==> src/rtl/rate_limiter_mc_if.sv <==
// Handshake/config/status bundle between the config writer and the multi-channel limiter.
interface rate_limiter_mc_if #(
  parameter int DATA_WIDTH = 8,
  parameter int STEP_WIDTH = 4,
  parameter int NUM_CH     = 4
);
  localparam int CH_W = $clog2(NUM_CH);

  logic                         in_valid;
  logic                         in_ready;
  logic [CH_W-1:0]              in_ch;
  logic [DATA_WIDTH-1:0]        in_data;
  logic                         tick;
  logic [STEP_WIDTH-1:0]        rise_step;
  logic [STEP_WIDTH-1:0]        fall_step;
  logic                         bypass;
  logic                         clr_overrun;
  logic [NUM_CH*DATA_WIDTH-1:0] data_out;
  logic                         upd_valid;
  logic [CH_W-1:0]              upd_ch;
  logic [NUM_CH-1:0]            settled;
  logic                         busy;
  logic                         overrun;

  modport master (
    output in_valid, in_ch, in_data, tick, rise_step, fall_step, bypass, clr_overrun,
    input  in_ready, data_out, upd_valid, upd_ch, settled, busy, overrun
  );

  modport slave (
    input  in_valid, in_ch, in_data, tick, rise_step, fall_step, bypass, clr_overrun,
    output in_ready, data_out, upd_valid, upd_ch, settled, busy, overrun
  );
endinterface

==> src/rtl/rate_limiter_mc.sv <==
// Multi-channel rate limiter: per-channel target/output lanes plus one shared
// serial slew engine that visits every channel once per tick.

// Combinational slew of one sample toward its target, clamped, no wrap.
module rate_limiter_mc_slew #(
  parameter int DATA_WIDTH = 8,
  parameter int STEP_WIDTH = 4
) (
  input  logic [DATA_WIDTH-1:0] cur,
  input  logic [DATA_WIDTH-1:0] tgt,
  input  logic [STEP_WIDTH-1:0] rise_step,
  input  logic [STEP_WIDTH-1:0] fall_step,
  input  logic                  bypass,
  output logic [DATA_WIDTH-1:0] nxt
);
  logic [DATA_WIDTH:0] diff;
  logic [DATA_WIDTH:0] rise_x;
  logic [DATA_WIDTH:0] fall_x;

  assign rise_x = (DATA_WIDTH+1)'(rise_step);
  assign fall_x = (DATA_WIDTH+1)'(fall_step);

  // Extra bit on the distance keeps the compare free of wrap; the partial
  // step branch is only taken when the step is strictly smaller than the gap.
  always_comb begin
    nxt  = cur;
    diff = '0;
    if (bypass) begin
      nxt = tgt;
    end else if (tgt > cur) begin
      diff = {1'b0, tgt} - {1'b0, cur};
      nxt  = (diff <= rise_x) ? tgt : cur + DATA_WIDTH'(rise_step);
    end else if (tgt < cur) begin
      diff = {1'b0, cur} - {1'b0, tgt};
      nxt  = (diff <= fall_x) ? tgt : cur - DATA_WIDTH'(fall_step);
    end
  end
endmodule

// One channel: target register, output register and registered settled flag.
module rate_limiter_mc_lane #(
  parameter int DATA_WIDTH = 8
) (
  input  logic                  clk,
  input  logic                  reset,
  input  logic                  wr_en,
  input  logic [DATA_WIDTH-1:0] wr_data,
  input  logic                  upd_en,
  input  logic [DATA_WIDTH-1:0] upd_data,
  output logic [DATA_WIDTH-1:0] tgt,
  output logic [DATA_WIDTH-1:0] cur,
  output logic                  settled
);
  // Target only changes on an accepted write.
  always_ff @(posedge clk) begin
    if (reset)      tgt <= '0;
    else if (wr_en) tgt <= wr_data;
  end

  // Output only changes in this channel's sweep slot.
  always_ff @(posedge clk) begin
    if (reset)       cur <= '0;
    else if (upd_en) cur <= upd_data;
  end

  // Settled trails any change of cur/tgt by one cycle.
  always_ff @(posedge clk) begin
    if (reset) settled <= 1'b1;
    else       settled <= (cur == tgt);
  end
endmodule

module rate_limiter_mc #(
  parameter int DATA_WIDTH = 8,
  parameter int STEP_WIDTH = 4,
  parameter int NUM_CH     = 4
) (
  input logic               clk,
  input logic               reset,
  rate_limiter_mc_if.slave  bus
);
  localparam int CH_W = $clog2(NUM_CH);
  localparam logic [CH_W-1:0] LAST = CH_W'(NUM_CH - 1);

  typedef enum logic {IDLE = 1'b0, SWEEP = 1'b1} state_t;

  state_t                             state_q, state_d;
  logic [CH_W-1:0]                    ptr_q;
  logic                               busy;
  logic                               in_ready;
  logic                               wr_fire;
  logic [NUM_CH-1:0][DATA_WIDTH-1:0]  tgt_q;
  logic [NUM_CH-1:0][DATA_WIDTH-1:0]  cur_q;
  logic [NUM_CH-1:0]                  settled_q;
  logic [DATA_WIDTH-1:0]              slew_nxt;
  logic                               upd_valid_q;
  logic [CH_W-1:0]                    upd_ch_q;
  logic                               overrun_q;

  // State register and sweep pointer; pointer wraps to 0 as the sweep ends.
  always_ff @(posedge clk) begin
    if (reset) begin
      state_q <= IDLE;
      ptr_q   <= '0;
    end else begin
      state_q <= state_d;
      if (state_q == SWEEP) ptr_q <= (ptr_q == LAST) ? '0 : ptr_q + CH_W'(1);
    end
  end

  // Next state: a tick starts a sweep only from IDLE; sweep ends after the last channel.
  always_comb begin
    state_d = state_q;
    case (state_q)
      IDLE:    if (bus.tick)      state_d = SWEEP;
      SWEEP:   if (ptr_q == LAST) state_d = IDLE;
      default: state_d = IDLE;
    endcase
  end

  // FSM outputs: writes are only accepted while idle and out of reset.
  always_comb begin
    busy     = (state_q == SWEEP);
    in_ready = ~busy & ~reset;
    wr_fire  = bus.in_valid & in_ready;
  end

  // Single shared slew engine looks at the channel under the pointer.
  rate_limiter_mc_slew #(.DATA_WIDTH(DATA_WIDTH), .STEP_WIDTH(STEP_WIDTH)) u_slew (
    .cur       (cur_q[ptr_q]),
    .tgt       (tgt_q[ptr_q]),
    .rise_step (bus.rise_step),
    .fall_step (bus.fall_step),
    .bypass    (bus.bypass),
    .nxt       (slew_nxt)
  );

  // Out-of-range write channels match no lane and are silently dropped.
  for (genvar k = 0; k < NUM_CH; k++) begin : g_lane
    rate_limiter_mc_lane #(.DATA_WIDTH(DATA_WIDTH)) u_lane (
      .clk      (clk),
      .reset    (reset),
      .wr_en    (wr_fire && (bus.in_ch == CH_W'(k))),
      .wr_data  (bus.in_data),
      .upd_en   (busy && (ptr_q == CH_W'(k))),
      .upd_data (slew_nxt),
      .tgt      (tgt_q[k]),
      .cur      (cur_q[k]),
      .settled  (settled_q[k])
    );
  end

  // Update strobe lands together with the new output value of the swept channel.
  always_ff @(posedge clk) begin
    if (reset) begin
      upd_valid_q <= 1'b0;
      upd_ch_q    <= '0;
    end else begin
      upd_valid_q <= busy;
      upd_ch_q    <= ptr_q;
    end
  end

  // Sticky overrun; a new overrun beats a same-cycle clear.
  always_ff @(posedge clk) begin
    if (reset)                 overrun_q <= 1'b0;
    else if (bus.tick && busy) overrun_q <= 1'b1;
    else if (bus.clr_overrun)  overrun_q <= 1'b0;
  end

  assign bus.in_ready  = in_ready;
  assign bus.busy      = busy;
  assign bus.data_out  = cur_q;
  assign bus.upd_valid = upd_valid_q;
  assign bus.upd_ch    = upd_ch_q;
  assign bus.settled   = settled_q;
  assign bus.overrun   = overrun_q;
endmodule

==> src/flat_wrapper.sv <==
// flat-port wrapper written by rule: the top's interface ports become plain ports
module rate_limiter_mc_flat 
#(
  parameter int DATA_WIDTH = 8,
  parameter int STEP_WIDTH = 4,
  parameter int NUM_CH     = 4
)
  (clk, reset, bus_in_valid, bus_in_ch, bus_in_data, bus_tick, bus_rise_step, bus_fall_step, bus_bypass, bus_clr_overrun, bus_in_ready, bus_data_out, bus_upd_valid, bus_upd_ch, bus_settled, bus_busy, bus_overrun);
  rate_limiter_mc_if #(.DATA_WIDTH(DATA_WIDTH), .STEP_WIDTH(STEP_WIDTH), .NUM_CH(NUM_CH)) bus_i ();
  input logic clk;
  input logic reset;
  input wire logic [$bits(bus_i.in_valid)-1:0] bus_in_valid;
  input wire logic [$bits(bus_i.in_ch)-1:0] bus_in_ch;
  input wire logic [$bits(bus_i.in_data)-1:0] bus_in_data;
  input wire logic [$bits(bus_i.tick)-1:0] bus_tick;
  input wire logic [$bits(bus_i.rise_step)-1:0] bus_rise_step;
  input wire logic [$bits(bus_i.fall_step)-1:0] bus_fall_step;
  input wire logic [$bits(bus_i.bypass)-1:0] bus_bypass;
  input wire logic [$bits(bus_i.clr_overrun)-1:0] bus_clr_overrun;
  output wire logic [$bits(bus_i.in_ready)-1:0] bus_in_ready;
  output wire logic [$bits(bus_i.data_out)-1:0] bus_data_out;
  output wire logic [$bits(bus_i.upd_valid)-1:0] bus_upd_valid;
  output wire logic [$bits(bus_i.upd_ch)-1:0] bus_upd_ch;
  output wire logic [$bits(bus_i.settled)-1:0] bus_settled;
  output wire logic [$bits(bus_i.busy)-1:0] bus_busy;
  output wire logic [$bits(bus_i.overrun)-1:0] bus_overrun;
  assign bus_i.in_valid = bus_in_valid;
  assign bus_i.in_ch = bus_in_ch;
  assign bus_i.in_data = bus_in_data;
  assign bus_i.tick = bus_tick;
  assign bus_i.rise_step = bus_rise_step;
  assign bus_i.fall_step = bus_fall_step;
  assign bus_i.bypass = bus_bypass;
  assign bus_i.clr_overrun = bus_clr_overrun;
  assign bus_in_ready = bus_i.in_ready;
  assign bus_data_out = bus_i.data_out;
  assign bus_upd_valid = bus_i.upd_valid;
  assign bus_upd_ch = bus_i.upd_ch;
  assign bus_settled = bus_i.settled;
  assign bus_busy = bus_i.busy;
  assign bus_overrun = bus_i.overrun;
  rate_limiter_mc #(.DATA_WIDTH(DATA_WIDTH), .STEP_WIDTH(STEP_WIDTH), .NUM_CH(NUM_CH)) u_core (.clk(clk), .reset(reset), .bus(bus_i));
endmodule
==> config.mk <==
export PLATFORM = sky130hd
export DESIGN_NAME = rate_limiter_mc_flat
export DESIGN_NICKNAME = d
export VERILOG_FILES = /design/src/rtl/rate_limiter_mc_if.sv /design/src/rtl/rate_limiter_mc.sv /design/src/flat_wrapper.sv
export SDC_FILE = /design/constraint.sdc
export NUM_CORES = 1
export LEC_CHECK = 0
export BUFFER_PORTS_ARGS = -buffer_cell sky130_fd_sc_hd__buf_2
export CAP_MARGIN = 40
export CORE_MARGIN = 1
export CORE_UTILIZATION = 45
export CTS_BUF_LIST = sky130_fd_sc_hd__clkbuf_16
export CTS_CLUSTER_SIZE = 14
export DETAILED_ROUTE_END_ITERATION = 12
export PLACE_DENSITY = 0.64
export SYNTH_ARGS = -nofsm -noshare
export SYNTH_HDL_FRONTEND = slang
export SYNTH_SLANG_ARGS = --single-unit
==> constraint.sdc <==
create_clock -name clk -period 8.2 [get_ports clk]
set_clock_uncertainty 0.05 [all_clocks]
set_input_delay 0.41 -clock clk [delete_from_list [all_inputs] [get_ports clk]]
set_output_delay 0.41 -clock clk [all_outputs]
set_load 0.005 [all_outputs]
==> qor.csv, run 1 <==
metric,value,unit
hold_viol_final,0,
syn_nets,692,
outcome,completed,
die_area,12700,um2
clock_insertion_delay_worst_skew,0.34,ns
worstPathRequired,8.33,ns
cts_hold_buf,0,
dr_wl_met3,796,um
drt_iter0_markers,350,
start_util,46.0,%
vias_per_cell,6.08,
min_period_over_period,64.4,%
synth_cell_type_count,73,
clk_pin_slew_worst_paths,0.06,ns
portBuffers,65,
grt_pass1_vias,4860,
fin_cells,827,
wl_per_cell,19.1,um
finalMaxSlewViolations,0,
cts-htree-levels,3,
diodes,0,
drt-met1-wl,7190,um
placed_cells,813,
worst_setup_path_end_kind,flop,
final_design_area_no_fill,6150,um2
grt-ovfl-total,0,
io_pins,66,
grt_pass1_wl,25600,um
hp-class,in2reg,
critPathMaxFanout,11,
critPathArrivalTime,5.41,ns
period_needed,5.28,ns
p_per_area,204,nW/um2
cts_buffers,9,
switchingPower,484,uW
clock_sinks,75,
fin_util,51.4,%
crit_type,reg2reg,
clockBufferDepth,2,
post-place-ws,2.99,ns
max-vdd-ir-drop,0.131,mV
drc,0,
grt_use_total,25.6,%
hpwl,12200,um
final_common_cell,nor2_1,
synth-seq-cells,75,
clock_tree.root_cell,clkbuf_16,
r2r_start,u_core.ptr_q[1],
synthFlopType,dfxtp_1,
gp_congestion,0.882,
yosys_warnings,0,
p_sw_share,38.5,%
max_slew_margin,46.7,%
cts.repair.resized,0,
syn_area_per_cell,8.77,um2
final_nets,741,
maxUsedRoutingLayer,met4,
synthesis.area,5510,um2
syn2layout_area_growth,11.7,%
grt_max_degree,82,
post_cts_buffers,0,
setup_viol_count_final,0,
drt_wl_total,15800,um
netlist_instances,628,
tritoncts,done,
postPlaceCellArea,5900,um2
layout-drive-gt1-share,17.8,%
synthArstFlopShare,0,%
p_int,773,uW
first_pass_iters,6,
die_y,113,um
antenna_left,0,
worstMarginPinSlew,0.800,ns
rows,40,
die_w,113,um
wl_met2,7410,um
rsz0062_at_grt,false,
ys_seq_area_share,27.3,%
synth-edff-count,0,
max_freq,0.189,GHz
cp-startpoint,u_core.ptr_q[1],
vias,5025,
startpoint_type,flop,
power.share.clock,27.3,%
pwr-share-seq,31.7,%
core_area,12000,um2
max-cap-violations,0,
final_cell_mix,"nor2_1 (90), dfxtp_1 (75), buf_2 (65)",
hold_start,bus_tick,
combPwrFrac,41.0,%
antenna_found_initial,0,
power.leakage,0.00269,uW
fin_ws,2.92,ns
tns,0,ns
[Yosys cell counts, types with 11 or more instances]
library cell | n | area (um2)
nor2_1 | 90 | 338
xnor2_1 | 17 | 149
inv_1 | 32 | 120
clkbuf_1 | 11 | 41.3
nand3_1 | 14 | 70.1
a311oi_1 | 17 | 149
mux4_2 | 13 | 293
dfxtp_1 | 75 | 1500
a21oi_1 | 27 | 135
ha_1 | 36 | 450
o21ai_0 | 16 | 80.1
nand2_1 | 32 | 120
mux2i_1 | 38 | 380
o31ai_1 | 11 | 82.6
xor2_1 | 26 | 228
nor4_1 | 15 | 93.8
[power by group through the flow]
stage / clock (uW) / sequential [uW] / combinational (uW)
finish: 342 / 398 / 516
global route: 363 / 400 / 565
CTS: 344 / 398 / 506
detailed placement: 0 / 405 / 503
global placement: 0 / 408 / 489
floorplan: 0 / 399 / 389
[flip-flops by register name, summed over array words and instances (netlist names)]
name                          flops
u_core.bus.busy                   1
u_core.bus.overrun                1
u_core.bus.upd_ch                 2
u_core.bus.upd_valid              1
u_core.g_lane.u_lane.cur         32
u_core.g_lane.u_lane.settled      4
u_core.g_lane.u_lane.tgt         32
u_core.ptr_q                      2
[worst max-delay path: stages (launching register included)]
cell and delay (ns):
dfxtp_1 0.63, mux2_2 0.39, o21ai_0 0.54, ha_1 0.28, inv_1 0.06, fa_1 0.40
xor2_1 0.18, ha_1 0.31, a21oi_1 0.13, nor2b_1 0.06, o32a_1 0.35, a221o_1 0.32
nor3_4 0.38, mux2_4 0.35, o41ai_2 0.52, a311oi_1 0.18
[cell type report]
| type | instances | area, um2 |
|---|---|---|
| clock buffers | 9 | 225 |
| clock inverters | 5 | 25.0 |
| fillers | 1126 | 5810 |
| inverters | 33 | 124 |
| multi-input cells | 488 | 3710 |
| flip-flops and latches | 75 | 1500 |
| well taps | 147 | 184 |
| repair buffers | 70 | 378 |
[final timing paths]
check / cells past startpoint / to / slack (ns)
min: 3 / u_core.bus.overrun / 0.28
max: 15 / u_core.g_lane[1].u_lane.cur[6] / 2.92
min reg2reg: 2 / u_core.bus.overrun / 0.43
max reg2reg: 15 / u_core.g_lane[1].u_lane.cur[6] / 2.92
[cells by family after synthesis]
family	Yosys count	synth area share, %
flip-flops	75	27.3
buffers and inverters	65	5.32
XOR/XNOR	43	6.84
AO/OA/AOI/OAI	129	17.6
AND/OR/NAND/NOR	219	19.8
adder cells (fa/ha/maj)	40	9.63
multiplexers	57	13.5
[per-layer routing]
metal	global-route usage, %	vias up
met2	42.6	193
met5	0	-
met1	33.7	2414
li1	-	2383
met4	11.0	0
met3	2.97	35
[stage by stage]
step | power, uW | hold WS (ns)
3_5_place_dp | 909 | 0.415
6_report | 1260 | 0.282
3_3_place_gp | 897 | 0.400
5_1_grt | 1330 | 0.302
4_1_cts | 1250 | 0.278
2_1_floorplan | 788 | 0.411
No activity file was read; power rests on OpenSTA's default activity.
==> inputs of run 2 (changes only) <==
--- a/config.mk
+++ b/config.mk
@@ -5,6 +5,7 @@
 export SDC_FILE = /design/constraint.sdc
 export NUM_CORES = 1
 export LEC_CHECK = 0
+export ABC_AREA = 1
 export BUFFER_PORTS_ARGS = -buffer_cell sky130_fd_sc_hd__buf_2
 export CAP_MARGIN = 40
 export CORE_MARGIN = 1
@@ -12,7 +13,7 @@
 export CTS_BUF_LIST = sky130_fd_sc_hd__clkbuf_16
 export CTS_CLUSTER_SIZE = 14
 export DETAILED_ROUTE_END_ITERATION = 12
-export PLACE_DENSITY = 0.64
+export PLACE_DENSITY = 0.67
 export SYNTH_ARGS = -nofsm -noshare
 export SYNTH_HDL_FRONTEND = slang
 export SYNTH_SLANG_ARGS = --single-unit
==> constraint.sdc (replaced) <==
create_clock -name clk -period 4.41 [get_ports clk]
set_clock_uncertainty 0.05 [all_clocks]
set_input_delay 0.2205 -clock clk [delete_from_list [all_inputs] [get_ports clk]]
set_output_delay 0.2205 -clock clk [all_outputs]
set_load 0.005 [all_outputs]
==> run 2 against run 1 <==
  * Synthesized cell count rose by 30%
  * Wire length is 4.4% higher
  * Worst setup slack lost 2.5 ns
  * Clock power rose by 110%
  * Sequential power up 93%
  * Sequential share of layout area is 0.15 points lower
  * Core utilization up 1.7 points
  * First-iteration DRC count up 60%
==> qor.csv, run 2 <==
metric,value,unit,change
r2r_start,u_core.ptr_q[0],,was u_core.ptr_q[1]
grt.met1_usage,39.7,%,was 33.7%
synthTopCellsByArea,"dfxtp_1 (27%), nand2_1 (12%), ha_1 (8.2%)",,"was dfxtp_1 (27%), ha_1 (8.2%), mux2i_1 (6.9%)"
switchingPower,1360,uW,was 484 uW
antenna_left,0,,unchanged
startpoint_type,flop,,unchanged
finalMaxSlewViolations,0,,unchanged
r2r_slack,0.44,ns,was 2.92 ns
synth_xor_area_share,5.92,%,was 6.84%
syn2layout_area_growth,12.8,%,was 11.7%
antenna_found_initial,0,,unchanged
drt_iter0_markers,561,,was 350
synth_top_family_by_area,simple AND/OR/NAND/NOR gates,,unchanged
clockBufferDepth,2,,unchanged
worstPathRequired,4.62,ns,was 8.33 ns
syn_area_per_cell,6.75,um2,was 8.77 um2
max-vdd-ir-drop,0.238,mV,was 0.131 mV
final_common_cell,nand2_1,,was nor2_1
hpwl,12900,um,was 12200 um
synthFlopType,dfxtp_1,,unchanged
portBuffers,65,,unchanged
diodes,0,,unchanged
worst_setup_path_end_kind,flop,,unchanged
synthAdderAreaFrac,9.66,%,was 9.63%
clk_pin_slew_worst_paths,0.06,ns,about the same
tritoncts,done,,unchanged
grt_max_degree,58,,was 82
p_per_area,490,nW/um2,was 204 nW/um2
clock_insertion_delay_worst_skew,0.34,ns,about the same
cts-htree-levels,3,,unchanged
clock_sinks,75,,unchanged
p_int,1680,uW,was 773 uW
max-cap-violations,0,,unchanged
start_util,47.1,%,was 46.0%
num-fill-cells,1183,,was 1126
met2_usage,41.8,%,was 42.6%
drt_wl_total,16500,um,was 15800 um
synth-simple-area-share,27.8,%,was 19.8%
power.leakage,0.00300,uW,was 0.00269 uW
clock_tree.root_cell,clkbuf_16,,unchanged
cts_hold_buf,0,,unchanged
rsz0062_at_grt,false,,unchanged
die_w,112,um,was 113 um
pwr-share-seq,25.3,%,was 31.7%
period_needed,3.97,ns,was 5.28 ns
wl_per_cell,16.3,um,was 19.1 um
critPathArrivalTime,4.18,ns,was 5.41 ns
layout-drive-gt1-share,15.7,%,was 17.8%
synthMuxAreaShare,0,%,was 13.5%
synthesis.area,5490,um2,was 5510 um2
grtUsageMet3,4.43,%,was 2.97%
synth-seq-cells,75,,unchanged
max_slew_margin,36.9,%,was 46.7%
vias,5485,,was 5025
reg.largest.list,"u_core.g_lane.u_lane.cur: 32 flops, u_core.g_lane.u_lane.tgt: 32 flops, u_core.g_lane.u_lane.settled: 4 flops",,unchanged
max_freq,0.252,GHz,was 0.189 GHz
grt_pass1_wl,26900,um,was 25600 um
first_pass_iters,5,,was 6
tns,0,ns,unchanged
cp-startpoint,u_core.ptr_q[0],,was u_core.ptr_q[1]
worstMarginPinSlew,0.940,ns,was 0.800 ns
total_power,3040,uW,was 1260 uW
die_y,112,um,was 113 um
netlist_instances,814,,was 628
ys_seq_area_share,27.3,%,about the same
vias_per_cell,5.40,,was 6.08
grt_use_total,27.4,%,was 25.6%
setup_viol_count_final,0,,unchanged
synthTopCellsByCount,"nand2_1 (179), inv_1 (111), dfxtp_1 (75)",,"was nor2_1 (90), dfxtp_1 (75), mux2i_1 (38)"
syn_nets,878,,was 692
rows,39,,was 40
critPathMaxFanout,24,,was 11
yosys_warnings,0,,unchanged
drc,0,,unchanged
core_area,11700,um2,was 12000 um2
final_cell_mix,"nand2_1 (179), inv_1 (112), dfxtp_1 (74)",,"was nor2_1 (90), dfxtp_1 (75), buf_2 (65)"
io_pins,66,,unchanged
busiest_layer,met2,,unchanged
p_sw_share,44.8,%,was 38.5%
outcome,completed,,unchanged
grt-ovfl-total,0,,unchanged
min_period_over_period,90.1,%,was 64.4%
synth_compound_area_share,18.1,%,was 17.6%
grt_pass1_vias,5048,,was 4860
hold_start,bus_clr_overrun,,was bus_tick
synth_top_area_share,27.3,%,about the same
hp-class,in2reg,,unchanged
crit_type,reg2reg,,unchanged
power.share.clock,23.8,%,was 27.3%
hold_viol_final,0,,unchanged
gp_congestion,0.906,,was 0.882
die_area,12600,um2,was 12700 um2
yosysTopAreaCell,dfxtp_1,,unchanged
synth-edff-count,0,,unchanged
combPwrFrac,50.8,%,was 41.0%
synth_most_common_cell,nand2_1,,was nor2_1
cts_buffers,9,,unchanged
final_nets,932,,was 741
synthArstFlopShare,0,%,unchanged
synth_cell_type_count,42,,was 73
[run 2: per-layer routing]
layer  vias to the layer above  routed length (um)
met1                      2490                7750
li1                       2739                   -
met4                         0                 273
met5                         -                   0
met2                       232                7250
met3                        24                1250
[run 2: cell type report]
| cell class | count | area [um2] | area share (%) |
|---|---|---|---|
| Multi-Input combinational cell | 592 | 3380 | 54.5 |
| Sequential cell | 75 | 1500 | 24.3 |
| Inverter | 117 | 440 | 7.11 |
| Timing Repair Buffer | 73 | 398 | 6.42 |
| Clock buffer | 9 | 225 | 3.64 |
| Tap cell | 143 | 179 | 2.89 |
| Clock inverter | 7 | 70.1 | 1.13 |
[run 2: stage by stage]
stage               hold slack [ns]  util [%]  instances  setup slack (ns)  area [um2]
finish                       0.0305      53.1       1016             0.437        6190
global route                 0.0455      53.1       1016            0.0398        6190
CTS                          0.0227      53.1       1016             0.257        6190
detailed placement            0.374      50.6       1000             0.263        5900
global placement              0.384      50.6       1000             0.389        5900
floorplan                     0.288         -        814             0.701        5490
[run 2: final timing paths]
path,endpoint,cells after the start
min reg2reg,u_core.bus.overrun,2
max,u_core.g_lane[2].u_lane.cur[1],21
max reg2reg,u_core.g_lane[2].u_lane.cur[1],21
min,u_core.bus.overrun,2
[run 2: logic make-up (layout without fill, tap and decap cells)]
family | count (synthesis) | in the layout
AND/OR/NAND/NOR | 344 | 344
buffers and inverters | 147 | 206
flip-flops | 75 | 75
XOR/XNOR | 35 | 35
adder cells (fa/ha/maj) | 40 | 40
AO/OA/AOI/OAI | 173 | 173
[run 2: worst max-delay path, stage by stage (launching register included)]
cell and delay [ns]:
dfxtp_2 0.55, buf_12 0.21, a21oi_1 0.09, a32oi_1 0.30
inv_1 0.15, ha_1 0.24, fa_1 0.44, xnor2_1 0.16
ha_1 0.31, a21oi_1 0.13, o21ai_0 0.10, nand2_1 0.06
nand2_1 0.04, nand2_1 0.08, nand3_2 0.12, nor2_8 0.21
nand2_4 0.11, nand2_1 0.10, nand3_1 0.07, nand3_1 0.08
nand2_1 0.12, a21oi_1 0.15
[run 2: power by group through the flow]
stage,Sequential (uW),Combinational (uW),Clock (uW)
2_1_floorplan,764,1160,0
3_3_place_gp,784,1510,0
3_5_place_dp,782,1510,0
4_1_cts,768,1520,735
5_1_grt,773,1730,764
6_report,770,1540,723
[run 2: timing repair]
action,CTS,global route
gates resized for setup,0,1
buffers inserted,0,0
setup endpoints to repair,0,32
==> inputs of run 3 (changes only) <==
--- a/config.mk
+++ b/config.mk
@@ -6,14 +6,14 @@
 export NUM_CORES = 1
 export LEC_CHECK = 0
 export ABC_AREA = 1
-export BUFFER_PORTS_ARGS = -buffer_cell sky130_fd_sc_hd__buf_2
 export CAP_MARGIN = 40
 export CORE_MARGIN = 1
 export CORE_UTILIZATION = 45
 export CTS_BUF_LIST = sky130_fd_sc_hd__clkbuf_16
-export CTS_CLUSTER_SIZE = 14
+export CTS_CLUSTER_SIZE = 20
 export DETAILED_ROUTE_END_ITERATION = 12
-export PLACE_DENSITY = 0.67
+export DONT_BUFFER_PORTS = 1
+export PLACE_DENSITY = 0.62
 export SYNTH_ARGS = -nofsm -noshare
 export SYNTH_HDL_FRONTEND = slang
 export SYNTH_SLANG_ARGS = --single-unit
==> run 3 against run 2 <==
  * Total power is 1.1% higher
  * Core utilization shrank 1.7 points
  * Worst setup slack improved by 0.094 ns
  * Largest cell class unchanged
  * Hold slack got worse by 0.012 ns
  * Final area decreased by 3.2%
  * Clock power increased by 0.8%
  * Cell count shrank 4.8%
  * Combinational power is essentially flat
  * Register-to-register slack improved by 0.09 ns
  * Critical path depth did not move
  * Sequential share of layout area is 0.77 points higher
==> qor.csv, run 3 (same netlist as run 2, synthesis figures left out) <==
metric,value,unit,change
outcome,completed,,unchanged
clock_tree.root_cell,clkbuf_16,,unchanged
drc,0,,unchanged
gp_congestion,0.963,,was 0.906
final_cell_mix,"nand2_1 (179), inv_1 (111), dfxtp_1 (75)",,"was nand2_1 (179), inv_1 (112), dfxtp_1 (74)"
diodes,0,,unchanged
worstPathRequired,4.64,ns,was 4.62 ns
vias,5486,,was 5485
worstMarginPinSlew,0.817,ns,was 0.940 ns
wl_per_cell,19.2,um,was 16.3 um
setup_viol_count_final,0,,unchanged
max_stage_delay,0.44,ns,was 0.55 ns
grt_pass1_wl,29700,um,was 26900 um
die_w,112,um,unchanged
syn2layout_area_growth,9.23,%,was 12.8%
clk_pin_slew_worst_paths,0.07,ns,was 0.06 ns
clock_sinks,75,,unchanged
die_y,112,um,unchanged
rsz0062_at_grt,false,,unchanged
tritoncts,done,,unchanged
path_cells,buf_4 > nand2_1 > a32oi_1 > inv_1 > ha_1 > fa_1 > xnor2_1 > ha_1 > a21oi_1 > o21ai_0 > nand2_1 > nand2_1 > nand2_1 > nand3_2 > nor2_8 > nand2_4 > nand2_1 > nand3_1 > nand3_1 > nand2_1 > a21oi_1,,was buf_12 > a21oi_1 > a32oi_1 > inv_1 > ha_1 > fa_1 > xnor2_1 > ha_1 > a21oi_1 > o21ai_0 > nand2_1 > nand2_1 > nand2_1 > nand3_2 > nor2_8 > nand2_4 > nand2_1 > nand3_1 > nand3_1 > nand2_1 > a21oi_1
post_cts_buffers,0,,unchanged
first_pass_iters,6,,was 5
final_common_cell,nand2_1,,unchanged
portBuffers,0,,was 65
period_needed,3.88,ns,was 3.97 ns
register_area,1500,um2,about the same
tns,0,ns,unchanged
hold_start,bus_in_data[2],,was bus_clr_overrun
crit_buf_inv,2,,unchanged
hp-class,in2reg,,unchanged
cts.repair.resized,0,,unchanged
grt-ovfl-total,0,,unchanged
max-vdd-ir-drop,0.208,mV,was 0.238 mV
grt_use_total,31.2,%,was 27.4%
io_pins,66,,unchanged
crit_family,simple AND/OR/NAND/NOR gates,,was adder cells
final_nets,883,,was 932
fin_cells,967,,was 1016
multi_input_area,3380,um2,unchanged
num-fill-cells,1182,,was 1183
placed_cells,939,,was 1000
grt_max_degree,58,,unchanged
die_area,12600,um2,unchanged
p_per_area,512,nW/um2,was 490 nW/um2
crit_type,reg2reg,,unchanged
hold_viol_final,0,,unchanged
cts_hold_buf,12,,was 0
drt_iter0_markers,576,,was 561
clock_insertion_delay_worst_skew,0.35,ns,was 0.34 ns
startpoint_type,flop,,unchanged
drt_wl_total,18500,um,was 16500 um
layout-drive-gt1-share,9.22,%,was 15.7%
rows,39,,unchanged
total_power,3070,uW,was 3040 uW
cts_buffers,9,,unchanged
clockBufferDepth,2,,unchanged
finalMaxSlewViolations,0,,unchanged
slowest_stage,fa_1,,was dfxtp_2
fin_util,51.4,%,was 53.1%
start_util,47.1,%,unchanged
reg.largest.list,"u_core.g_lane.u_lane.cur: 32 flops, u_core.g_lane.u_lane.tgt: 32 flops, u_core.g_lane.u_lane.settled: 4 flops",,unchanged
max_freq,0.258,GHz,was 0.252 GHz
antenna_found_initial,0,,unchanged
r2r_start,u_core.ptr_q[0],,unchanged
cts-htree-levels,3,,unchanged
critPathMaxFanout,16,,was 24
max_slew_margin,45.1,%,was 36.9%
min_period_over_period,87.9,%,was 90.1%
power.leakage,0.00277,uW,was 0.00300 uW
cp_common_cell,nand2_1,,unchanged
antenna_left,0,,unchanged
core_area,11700,um2,unchanged
grt_pass1_vias,5113,,was 5048
max-cap-violations,0,,unchanged
critPathArrivalTime,4.11,ns,was 4.18 ns
worst_setup_path_end_kind,flop,,unchanged
cp-startpoint,u_core.ptr_q[0],,unchanged
hpwl,14400,um,was 12900 um
vias_per_cell,5.67,,was 5.40
## run 3: cell types whose count changed in the layout (fill, tap and decap cells not counted), moves of 3 or more
| cell | previous run | this run |
|---|---|---|
| inv_6 | 0 | 5 |
| buf_4 | 7 | 12 |
| buf_2 | 65 | 0 |
| dlygate4sd3_1 | 0 | 12 |
| clkinvlp_4 | 3 | 0 |
## run 3: power breakdown
| group | switching, uW | internal [uW] | total (uW) |
|---|---|---|---|
| sequential | 58.1 | 719 | 777 |
| clock | 333 | 396 | 729 |
| combinational | 1060 | 508 | 1560 |
## run 3: stage by stage
step,instance area (um2),setup WS (ns),hold slack (ns)
final,6000,0.532,0.0182
after global routing,6000,0.150,0.0284
after CTS,6000,0.568,0.0141
after detailed placement,5590,0.568,0.267
after global placement,5590,0.631,0.277
after floorplan,5490,0.701,0.288
## run 3: path summary, 6_finish.rpt
kind | endpoint | slack (ns) | depth (start not counted)
worst max-delay path | u_core.g_lane[0].u_lane.cur[1] | 0.53 | 21
worst min-delay path | u_core.g_lane[0].u_lane.tgt[2] | 0.02 | 2
worst max register to register | u_core.g_lane[0].u_lane.cur[1] | 0.53 | 21
worst min register to register | u_core.g_lane[0].u_lane.tgt[3] | 0.43 | 2
## run 3: layout make-up
class / count / area share, %
repair buffers: 24 / 3.50
clock buffers: 9 / 3.75
clock inverters: 7 / 1.06
multi-input cells: 592 / 56.3
flip-flops and latches: 75 / 25.0
inverters: 117 / 7.34
well taps: 143 / 2.98
## run 3: layer usage
layer	wire (um)	vias up	GRT usage, %	share of wire [%]
met5	0	-	0	0
met4	272	0	8.36	1.5
met3	1920	21	8.15	10
met2	7780	269	44.6	42
met1	8560	2538	45.8	46
li1	-	2658	-	-
